$ cat src/rtl/rsa_op_sequencer_if.sv
// ---------------------------------------------------------------------------
// rsa_op_sequencer_if
// Bundles the host byte bus and the modular-exponentiation engine handshake
// of rsa_op_sequencer.
//   Host side   : wr_en, reg_sel, addr, data_i, start, rd_en, rd_addr  (to DUT)
//                 data_o, busy, done, err, k_o                        (from DUT)
//   Engine side : me_base, me_exp, me_mod, me_k, me_start              (from DUT)
//                 me_done, me_result                                   (to DUT)
// modport slave is the sequencer; modport master is the host/engine side.
// ---------------------------------------------------------------------------
interface rsa_op_sequencer_if #(
  parameter int WIDTH  = 256,
  parameter int ADDR_W = 5,
  parameter int K_W    = 9
);
  logic              wr_en;
  logic [1:0]        reg_sel;
  logic [ADDR_W-1:0] addr;
  logic [7:0]        data_i;
  logic              start;
  logic              rd_en;
  logic [ADDR_W-1:0] rd_addr;
  logic [7:0]        data_o;
  logic              busy;
  logic              done;
  logic              err;
  logic [K_W-1:0]    k_o;
  logic [WIDTH-1:0]  me_base;
  logic [WIDTH-1:0]  me_exp;
  logic [WIDTH-1:0]  me_mod;
  logic [K_W-1:0]    me_k;
  logic              me_start;
  logic              me_done;
  logic [WIDTH-1:0]  me_result;

  modport master (
    output wr_en, reg_sel, addr, data_i, start, rd_en, rd_addr, me_done, me_result,
    input  data_o, busy, done, err, k_o, me_base, me_exp, me_mod, me_k, me_start
  );

  modport slave (
    input  wr_en, reg_sel, addr, data_i, start, rd_en, rd_addr, me_done, me_result,
    output data_o, busy, done, err, k_o, me_base, me_exp, me_mod, me_k, me_start
  );
endinterface

$ cat src/rtl/rsa_op_sequencer.sv
// ---------------------------------------------------------------------------
// rsa_op_sequencer
// Control front-end of the modular-exponentiation engine. Loads base, exponent
// and modulus byte-wise from the host, finds the exponent bit length k with an
// MSB-first byte scan, launches the engine, watches it with a watchdog,
// captures the result and serves it back as a registered byte read port.
// Ports:
//   clk   : system clock, rising edge
//   reset : asynchronous active-high, clears all state
//   bus   : rsa_op_sequencer_if.slave (host byte bus + engine handshake)
// ---------------------------------------------------------------------------
module rsa_op_sequencer #(
  parameter int WIDTH   = 256,
  parameter int ADDR_W  = 5,
  parameter int K_W     = 9,
  parameter int TIMEOUT = 1000000
) (
  input  logic              clk,
  input  logic              reset,
  rsa_op_sequencer_if.slave bus
);
  localparam int NB    = WIDTH / 8;
  localparam int CNT_W = (TIMEOUT > 2) ? $clog2(TIMEOUT) : 1;

  typedef enum logic [2:0] {S_IDLE, S_SCAN, S_LAUNCH, S_RUN, S_DONE} state_t;

  state_t            state_reg, state_next;
  logic [WIDTH-1:0]  base_reg, exp_reg, mod_reg, result_reg;
  logic [WIDTH-1:0]  mod_eff;
  logic [ADDR_W-1:0] idx_reg;
  logic [K_W-1:0]    k_reg;
  logic [CNT_W-1:0]  cnt_reg;
  logic              err_reg;
  logic [7:0]        data_o_reg;
  logic [7:0]        exp_bytes [NB];
  logic [7:0]        res_bytes [NB];
  logic              idle_like, wr_ok, wd_hit;
  logic [7:0]        scan_byte;
  logic [K_W-1:0]    k_scan;

  // Byte views used by the scan mux and the read port.
  genvar gi;
  generate
    for (gi = 0; gi < NB; gi++) begin : g_bytes
      assign exp_bytes[gi] = exp_reg[gi*8 +: 8];
      assign res_bytes[gi] = result_reg[gi*8 +: 8];
    end
  endgenerate

  // Position of the highest set bit, 1-based; 0 for a zero byte.
  function automatic logic [3:0] bitlen(input logic [7:0] b);
    logic [3:0] n;
    n = 4'd0;
    for (int i = 0; i < 8; i++) begin
      if (b[i]) n = 4'(i + 1);
    end
    return n;
  endfunction

  assign idle_like = (state_reg == S_IDLE) || (state_reg == S_DONE);
  assign wr_ok     = idle_like && bus.wr_en && (bus.reg_sel != 2'd0);
  assign scan_byte = exp_bytes[idx_reg];
  assign k_scan    = K_W'({idx_reg, 3'b000}) + K_W'(bitlen(scan_byte));
  assign wd_hit    = (TIMEOUT != 0) && (cnt_reg == CNT_W'(TIMEOUT - 1));

  // Modulus as it will be after this edge, so a modulus write issued together
  // with start is honoured by the zero-modulus check.
  always_comb begin
    mod_eff = mod_reg;
    if (wr_ok && (bus.reg_sel == 2'd3)) mod_eff[{bus.addr, 3'b000} +: 8] = bus.data_i;
  end

  // State register
  always_ff @(posedge clk or posedge reset) begin
    if (reset) state_reg <= S_IDLE;
    else       state_reg <= state_next;
  end

  // Next-state logic
  always_comb begin
    state_next = state_reg;
    case (state_reg)
      S_IDLE, S_DONE: if (bus.start) state_next = (mod_eff == '0) ? S_DONE : S_SCAN;
      S_SCAN: begin
        if (scan_byte != 8'd0)    state_next = S_LAUNCH;
        else if (idx_reg == '0)   state_next = S_DONE;
      end
      S_LAUNCH: state_next = S_RUN;
      S_RUN:    if (bus.me_done || wd_hit) state_next = S_DONE;
      default:  state_next = S_IDLE;
    endcase
  end

  // Outputs decoded from state; me_start follows the async-reset state register.
  always_comb begin
    bus.busy     = (state_reg == S_SCAN) || (state_reg == S_LAUNCH) || (state_reg == S_RUN);
    bus.done     = (state_reg == S_DONE);
    bus.me_start = (state_reg == S_LAUNCH);
  end

  // Operand, scan, watchdog, result and read datapath
  always_ff @(posedge clk or posedge reset) begin
    if (reset) begin
      base_reg   <= '0;
      exp_reg    <= '0;
      mod_reg    <= '0;
      result_reg <= '0;
      k_reg      <= '0;
      idx_reg    <= '1;
      cnt_reg    <= '0;
      err_reg    <= 1'b0;
      data_o_reg <= 8'd0;
    end else begin
      if (wr_ok) begin
        case (bus.reg_sel)
          2'd1:    base_reg[{bus.addr, 3'b000} +: 8] <= bus.data_i;
          2'd2:    exp_reg[{bus.addr, 3'b000} +: 8]  <= bus.data_i;
          2'd3:    mod_reg[{bus.addr, 3'b000} +: 8]  <= bus.data_i;
          default: ;
        endcase
      end

      if (bus.rd_en) data_o_reg <= res_bytes[bus.rd_addr];

      case (state_reg)
        S_IDLE, S_DONE: begin
          if (bus.start) begin
            result_reg <= '0;
            if (mod_eff == '0) begin
              err_reg <= 1'b1;
            end else begin
              err_reg <= 1'b0;
              idx_reg <= '1;
            end
          end
        end
        S_SCAN: begin
          if (scan_byte != 8'd0) begin
            k_reg <= k_scan;
          end else if (idx_reg == '0) begin
            // All-zero exponent: x^0 = 1, engine is never started.
            k_reg      <= '0;
            result_reg <= WIDTH'(1);
          end else begin
            idx_reg <= idx_reg - 1'b1;
          end
        end
        S_LAUNCH: cnt_reg <= '0;
        S_RUN: begin
          // A completion in the watchdog's last cycle still counts as success.
          if (bus.me_done) begin
            result_reg <= bus.me_result;
          end else if (wd_hit) begin
            err_reg    <= 1'b1;
            result_reg <= '0;
          end else begin
            cnt_reg <= cnt_reg + 1'b1;
          end
        end
        default: ;
      endcase
    end
  end

  assign bus.data_o  = data_o_reg;
  assign bus.err     = err_reg;
  assign bus.k_o     = k_reg;
  assign bus.me_k    = k_reg;
  assign bus.me_base = base_reg;
  assign bus.me_exp  = exp_reg;
  assign bus.me_mod  = mod_reg;
endmodule

$ cat src/flat_wrapper.sv
// flat-port wrapper written by rule: the top's interface ports become plain ports
module rsa_op_sequencer_flat 
#(
  parameter int WIDTH   = 256,
  parameter int ADDR_W  = 5,
  parameter int K_W     = 9,
  parameter int TIMEOUT = 1000000
)
  (clk, reset, bus_wr_en, bus_reg_sel, bus_addr, bus_data_i, bus_start, bus_rd_en, bus_rd_addr, bus_me_done, bus_me_result, bus_data_o, bus_busy, bus_done, bus_err, bus_k_o, bus_me_base, bus_me_exp, bus_me_mod, bus_me_k, bus_me_start);
  rsa_op_sequencer_if #(.WIDTH(WIDTH), .ADDR_W(ADDR_W), .K_W(K_W)) bus_i ();
  input  logic clk;
  input  logic reset;
  input wire logic [$bits(bus_i.wr_en)-1:0] bus_wr_en;
  input wire logic [$bits(bus_i.reg_sel)-1:0] bus_reg_sel;
  input wire logic [$bits(bus_i.addr)-1:0] bus_addr;
  input wire logic [$bits(bus_i.data_i)-1:0] bus_data_i;
  input wire logic [$bits(bus_i.start)-1:0] bus_start;
  input wire logic [$bits(bus_i.rd_en)-1:0] bus_rd_en;
  input wire logic [$bits(bus_i.rd_addr)-1:0] bus_rd_addr;
  input wire logic [$bits(bus_i.me_done)-1:0] bus_me_done;
  input wire logic [$bits(bus_i.me_result)-1:0] bus_me_result;
  output wire logic [$bits(bus_i.data_o)-1:0] bus_data_o;
  output wire logic [$bits(bus_i.busy)-1:0] bus_busy;
  output wire logic [$bits(bus_i.done)-1:0] bus_done;
  output wire logic [$bits(bus_i.err)-1:0] bus_err;
  output wire logic [$bits(bus_i.k_o)-1:0] bus_k_o;
  output wire logic [$bits(bus_i.me_base)-1:0] bus_me_base;
  output wire logic [$bits(bus_i.me_exp)-1:0] bus_me_exp;
  output wire logic [$bits(bus_i.me_mod)-1:0] bus_me_mod;
  output wire logic [$bits(bus_i.me_k)-1:0] bus_me_k;
  output wire logic [$bits(bus_i.me_start)-1:0] bus_me_start;
  assign bus_i.wr_en = bus_wr_en;
  assign bus_i.reg_sel = bus_reg_sel;
  assign bus_i.addr = bus_addr;
  assign bus_i.data_i = bus_data_i;
  assign bus_i.start = bus_start;
  assign bus_i.rd_en = bus_rd_en;
  assign bus_i.rd_addr = bus_rd_addr;
  assign bus_i.me_done = bus_me_done;
  assign bus_i.me_result = bus_me_result;
  assign bus_data_o = bus_i.data_o;
  assign bus_busy = bus_i.busy;
  assign bus_done = bus_i.done;
  assign bus_err = bus_i.err;
  assign bus_k_o = bus_i.k_o;
  assign bus_me_base = bus_i.me_base;
  assign bus_me_exp = bus_i.me_exp;
  assign bus_me_mod = bus_i.me_mod;
  assign bus_me_k = bus_i.me_k;
  assign bus_me_start = bus_i.me_start;
  rsa_op_sequencer #(.WIDTH(WIDTH), .ADDR_W(ADDR_W), .K_W(K_W), .TIMEOUT(TIMEOUT)) u_core (.clk(clk), .reset(reset), .bus(bus_i));
endmodule
$ cat config.mk
export PLATFORM = sky130hd
export DESIGN_NAME = rsa_op_sequencer_flat
export DESIGN_NICKNAME = d
export VERILOG_FILES = /design/src/rtl/rsa_op_sequencer_if.sv /design/src/rtl/rsa_op_sequencer.sv /design/src/flat_wrapper.sv
export SDC_FILE = /design/constraint.sdc
export NUM_CORES = 2
export LEC_CHECK = 0
export ABC_AREA = 1
export CAP_MARGIN = 20
export CORE_AREA = 4 4 415 417
export CTS_BUF_LIST = sky130_fd_sc_hd__clkbuf_2 sky130_fd_sc_hd__clkbuf_4 sky130_fd_sc_hd__clkbuf_8
export DETAILED_ROUTE_END_ITERATION = 6
export DIE_AREA = 0 0 419 421
export PLACE_DENSITY = 0.51
export RECOVER_POWER = 50
export SYNTH_ARGS = -nofsm -noshare
export SYNTH_HDL_FRONTEND = slang
export SYNTH_SLANG_ARGS = --single-unit
$ cat constraint.sdc
create_clock -name clk -period 40.6 [get_ports clk]
set_input_delay 6.09 -clock clk [delete_from_list [all_inputs] [get_ports clk]]
set_output_delay 6.09 -clock clk [all_outputs]
set_load 0.02 [all_outputs]
Word level (Yosys, flattened, before mapping)
Cells that the tools add are included.
W data, S select, Z words.
{"block": "classes", "n_mux": 45, "shifts": 2, "bitwise_logic": 2, "addsub": 4, "n_eq_ne": 19, "n_lt_le_gt_ge": 2, "reduce_logical": 27}
{"operator": "$mux W256", "count": 6}
{"operator": "$bwmux W256", "count": 3}
{"operator": "$pmux W256 S3", "count": 1}
{"operator": "$logic_not A256 Y1", "count": 1}
{"operator": "$shift A8 B10 Y256 const A", "count": 1}
{"operator": "$shiftx A8 B10 Y256", "count": 1}
{"operator": "$bmux W8 S5", "count": 2}
{"operator": "$mux W20", "count": 2}
{"operator": "$pmux W20 S2", "count": 1}
{"operator": "$mux W8", "count": 4}
{"operator": "$mux W4", "count": 7}
{"operator": "$add A20 B1 Y20 const B", "count": 1}
{"operator": "$eq A20 B20 Y1 const B", "count": 1}
{"operator": "$mux W5", "count": 4}
{"operator": "$mux W9", "count": 2}
{"operator": "$mux W3", "count": 5}
{"operator": "$ge A6 B6 Y1 const B", "count": 2}
{"operator": "$ne A2 B2 Y1 const B", "count": 6}
{"operator": "$not A5 Y6", "count": 2}
{"operator": "$pmux W3 S4", "count": 1}
{"operator": "$neg A8 Y10", "count": 1}
{"operator": "$pmux W5 S2", "count": 1}
{"operator": "$reduce_and A5 Y1", "count": 2}
{"operator": "$reduce_bool A2 Y1", "count": 5}
{"operator": "other kinds (22)", "count": 39}
{"block": "totals", "word_cells": 111, "out_inout_bits": 798, "reg_bits": 1070, "in_bits": 282}

Logic depth before layout (Yosys ltp)
{"block": "depth", "depth_word": 14, "ltp_mapped": 26}

Worst setup path after synthesis
OpenSTA, ideal clock, no wires.
{"block": "synth_timing", "kind": "input to output", "start": "input bus_me_done", "end": "output bus_me_start", "t_required_ns": 34.510, "n_path_buf": 2, "slack_ns": 27.378, "t_arrival_ns": 7.132, "cell_stages": 7, "path_cell_list": "inv_1 > nor2_1 > inv_1 > nand3_1 > clkbuf_1 > nor2_1 > clkbuf_1"}
{"item": "start, declared", "line_no": "flat_wrapper.sv:20", "rtl": "input wire logic [$bits(bus_i.me_done)-1:0] bus_me_done;"}
{"item": "end, declared", "line_no": "flat_wrapper.sv:31", "rtl": "output wire logic [$bits(bus_i.me_start)-1:0] bus_me_start;"}

==> out/summary.txt <==
Top FF cell, synth = dfrtp_1
routed wire length = 266.1 mm
failing checks = capacitance limit, slew limit
Mapped Cells = 5729
Max rail drop VDD = 0.04514 mV
Final nets = 7035
max-slew violations = 1331
Setup Buffers After CTS = 0
Slew HR = -482.3%
most frequent cells in the layout = 2051 x nand2_1, 1065 x dfrtp_1, 926 x o21ai_0, 694 x dlygate4sd3_1, 591 x nor2_1
TritonRoute pass-1 iters = 5
GRT Residual Overflow = 0
core area = 168700 µm²
crit path DAT = 20.47 ns
r2r startpoint = u_core.idx_reg[0]$_DFFE_PP1P_
Die W = 419 µm
number of synthesized flops with an enable pin = 0
largest family of logic cells by synthesized area = simple AND/OR/NAND/NOR gates
Worst setup endpoint = u_core.bus.me_base[137]$_DFFE_PP0P_
via count = 46390
Hold Vio Cnt, Final = 0
Peak Freq = 51.20 MHz
TNS Setup = 0 ns
Synth Area in Simple Gates = 25.04%
Slew @ Worst Pin = 8.734 ns
Setup crit start kind = primary input
Setup violations, final = 0
RSZ-0062 raised after global routing = no
Final ANT Viol Nets = 0
FF-to-FF setup slack = 27.34 ns
cts bufs inserted = 196
Distinct cells, synth = 50
Hold Slack = 0.4643 ns
Final Cycle Share = 48.11%
complex-gate fraction of the synthesized area = 12.93%
drt via density = 5.069
Die H = 421 µm
Hold Buf Count CTS = 0
Register Area = 26780 µm²
status = finished, violations left
total length of routed met3 wires = 21.41 mm
Mean Syn Cell Area = 8.231 µm²
max layer used = met5
vias in the first global route = 44470
Slowest cell on crit path = clkbuf_1
Tmin final = 19.53 ns
Max Buffers Root-to-Sink = 3
worst setup path startpoint = reset
DP Area = 59810 µm²
TritonCTS clock tree = built
Root Buffer = clkbuf_8
Tot GR Track Use = 29.23%
post-cts resize count = 0
r2r worst-path depth = 15
H-Tree Depth = 4
met2 wire length = 125.0 mm
routability cong. = 0.9561
reg2reg end = u_core.result_reg[73]$_DFFE_PP0P_
adder-cell area share of the yosys netlist = 0.2388%
Multi-input gate area = 18110 µm²
maximum capacitance violations = 17
critical-path cell list = dlygate4sd3_1, clkinvlp_2, clkbuf_1, clkbuf_1, clkbuf_1, buf_4
share of cells above drive strength 1 = 7.013%
kind of critical path = primary input to asynchronous set/reset pin
clock-pin slew on the worst setup and hold paths = 0.06 ns
clock sink total = 1070
Seq cells post-synth = 1070
Power Dens Cells = 51.06 nW/µm²
syn nets = 6020
met1 WL = 100.3 mm
XOR/XNOR Fraction of Synth Area = 0.1459%
Synth warnings = 0
required time worst endpoint = 41.54 ns
CP max FO = 147
most common cell after layout, fill and taps aside = nand2_1
fin area = 64250 µm²
mux contribution to synthesized area = 0%
Initial Util = 27.95%
Port Buffers = 1079
clock skew = 0.06650 ns
Die ar. = 176400 µm²
worst-skew pair later-pin latency = 0.97 ns
max incr delay on CP = 6.30 ns
IO Count = 1080
crit-path most repeated cell = clkbuf_1
Area Overhead vs Synth = 36.25%
Power Total = 3.280 mW
DR WL/cell = 29.08 µm
1st-iter DRT viols = 4996
DRC viols = 0
initial antenna violation count = 48
ys async rst share = 100.0%
post-layout util = 38.08%
FP Rows = 151
crit end category = asynchronous set/reset pin
largest net degree at the start of global routing = 205
Hold Crit Class = flop to flop
Post-DP HPWL = 205.0 mm
Pleak = 31.55 nW
global-route wire length before repair = 362.9 mm
sequential area share after synthesis = 56.79%
Cell Area, Synth = 47160 µm²
fill cell count = 17450
Hold Path Stages = 2
## worst max-delay path: cells and delay by family
family,cells,cell delay [ns]
buffers and inverters,6,14.15
## synthesized netlist by cell type, types with 2 or more instances
master | instances | share of area, %
nand4_1 | 74 | 0.98
o21bai_1 | 2 | 0.032
nor4_1 | 3 | 0.040
nand3_2 | 13 | 0.28
ha_1 | 9 | 0.24
nor3_1 | 25 | 0.27
o21ai_0 | 926 | 9.8
a21oi_2 | 2 | 0.037
o22ai_1 | 105 | 1.4
o32ai_1 | 4 | 0.074
nand3_1 | 121 | 1.3
a31oi_1 | 4 | 0.053
buf_2 | 75 | 0.80
o21ai_1 | 22 | 0.23
dfrtp_1 | 1065 | 57
o21a_1 | 3 | 0.048
xor2_1 | 4 | 0.074
xnor2_1 | 2 | 0.037
buf_1 | 7 | 0.056
o221ai_1 | 12 | 0.22
o31ai_1 | 2 | 0.032
clkbuf_1 | 216 | 1.7
clkinv_1 | 7 | 0.056
a21oi_1 | 39 | 0.41
dfstp_2 | 5 | 0.28
nor2_2 | 8 | 0.11
nor2_8 | 2 | 0.085
nand2_1 | 2051 | 16
nor2_4 | 13 | 0.31
nand3_4 | 5 | 0.19
nand2_2 | 15 | 0.20
inv_1 | 216 | 1.7
o211ai_1 | 30 | 0.48
nor2_1 | 593 | 4.7
nand2_4 | 6 | 0.14
a211oi_1 | 2 | 0.032
buf_6 | 6 | 0.14
buf_4 | 16 | 0.25
inv_2 | 8 | 0.064
## worst min path at each step
stage | from | end | slack [ns]
final | u_core.result_reg[8]$_DFFE_PP0P_ | u_core.result_reg[8]$_DFFE_PP0P_ | 0.46
after global routing | u_core.result_reg[13]$_DFFE_PP0P_ | u_core.result_reg[13]$_DFFE_PP0P_ | 0.48
after CTS | u_core.result_reg[206]$_DFFE_PP0P_ | u_core.result_reg[206]$_DFFE_PP0P_ | 0.47
after detailed placement | u_core.result_reg[234]$_DFFE_PP0P_ | u_core.result_reg[234]$_DFFE_PP0P_ | 0.45
after global placement | u_core.result_reg[136]$_DFFE_PP0P_ | u_core.result_reg[136]$_DFFE_PP0P_ | 0.45
after floorplan | u_core.cnt_reg[19]$_DFFE_PP0P_ | u_core.cnt_reg[19]$_DFFE_PP0P_ | 0.43
## area by class of cell
class	instances	area share, %
sequential	1070	41.68
multi-input combinational	4107	28.18
timing repair buffer	1138	17.41
clock buffer	316	6.263
tap	2218	4.319
inverter	231	1.355
clock inverter	39	0.6563
antenna	32	0.1246
## where the power goes
group          internal, mW  leakage [nW]  switching [mW]
sequential             1.17          14.6          0.0890
clock                 0.666          2.35           0.508
combinational         0.256          14.6           0.592
total                  2.09          31.5            1.19
## layer usage
layer	up-vias	track usage, %
met1	22950	34.47
met2	2189	47.34
met3	525	7.641
met5	-	0
li1	20710	-
met4	6	18.42
## metrics by stage
stage | worst slack (ns) | instances
after floorplan | 4.398 | 5729
after global placement | 26.18 | 8763
after detailed placement | 26.19 | 8763
after CTS | 26.19 | 9118
after global routing | 18.69 | 9146
final | 21.07 | 9151
## logic make-up (layout without fill, tap and decap cells)
kind of cell    after synthesis  count (layout)
compound gates             1156            1156
xor+xnor                      7               7
other cells                   0              32
fa+ha+maj                     9               9
buf+inv                     552            1724
flops                      1070            1070
simple gates               2935            2935
Note: power is estimated with default switching activity, not from simulation.
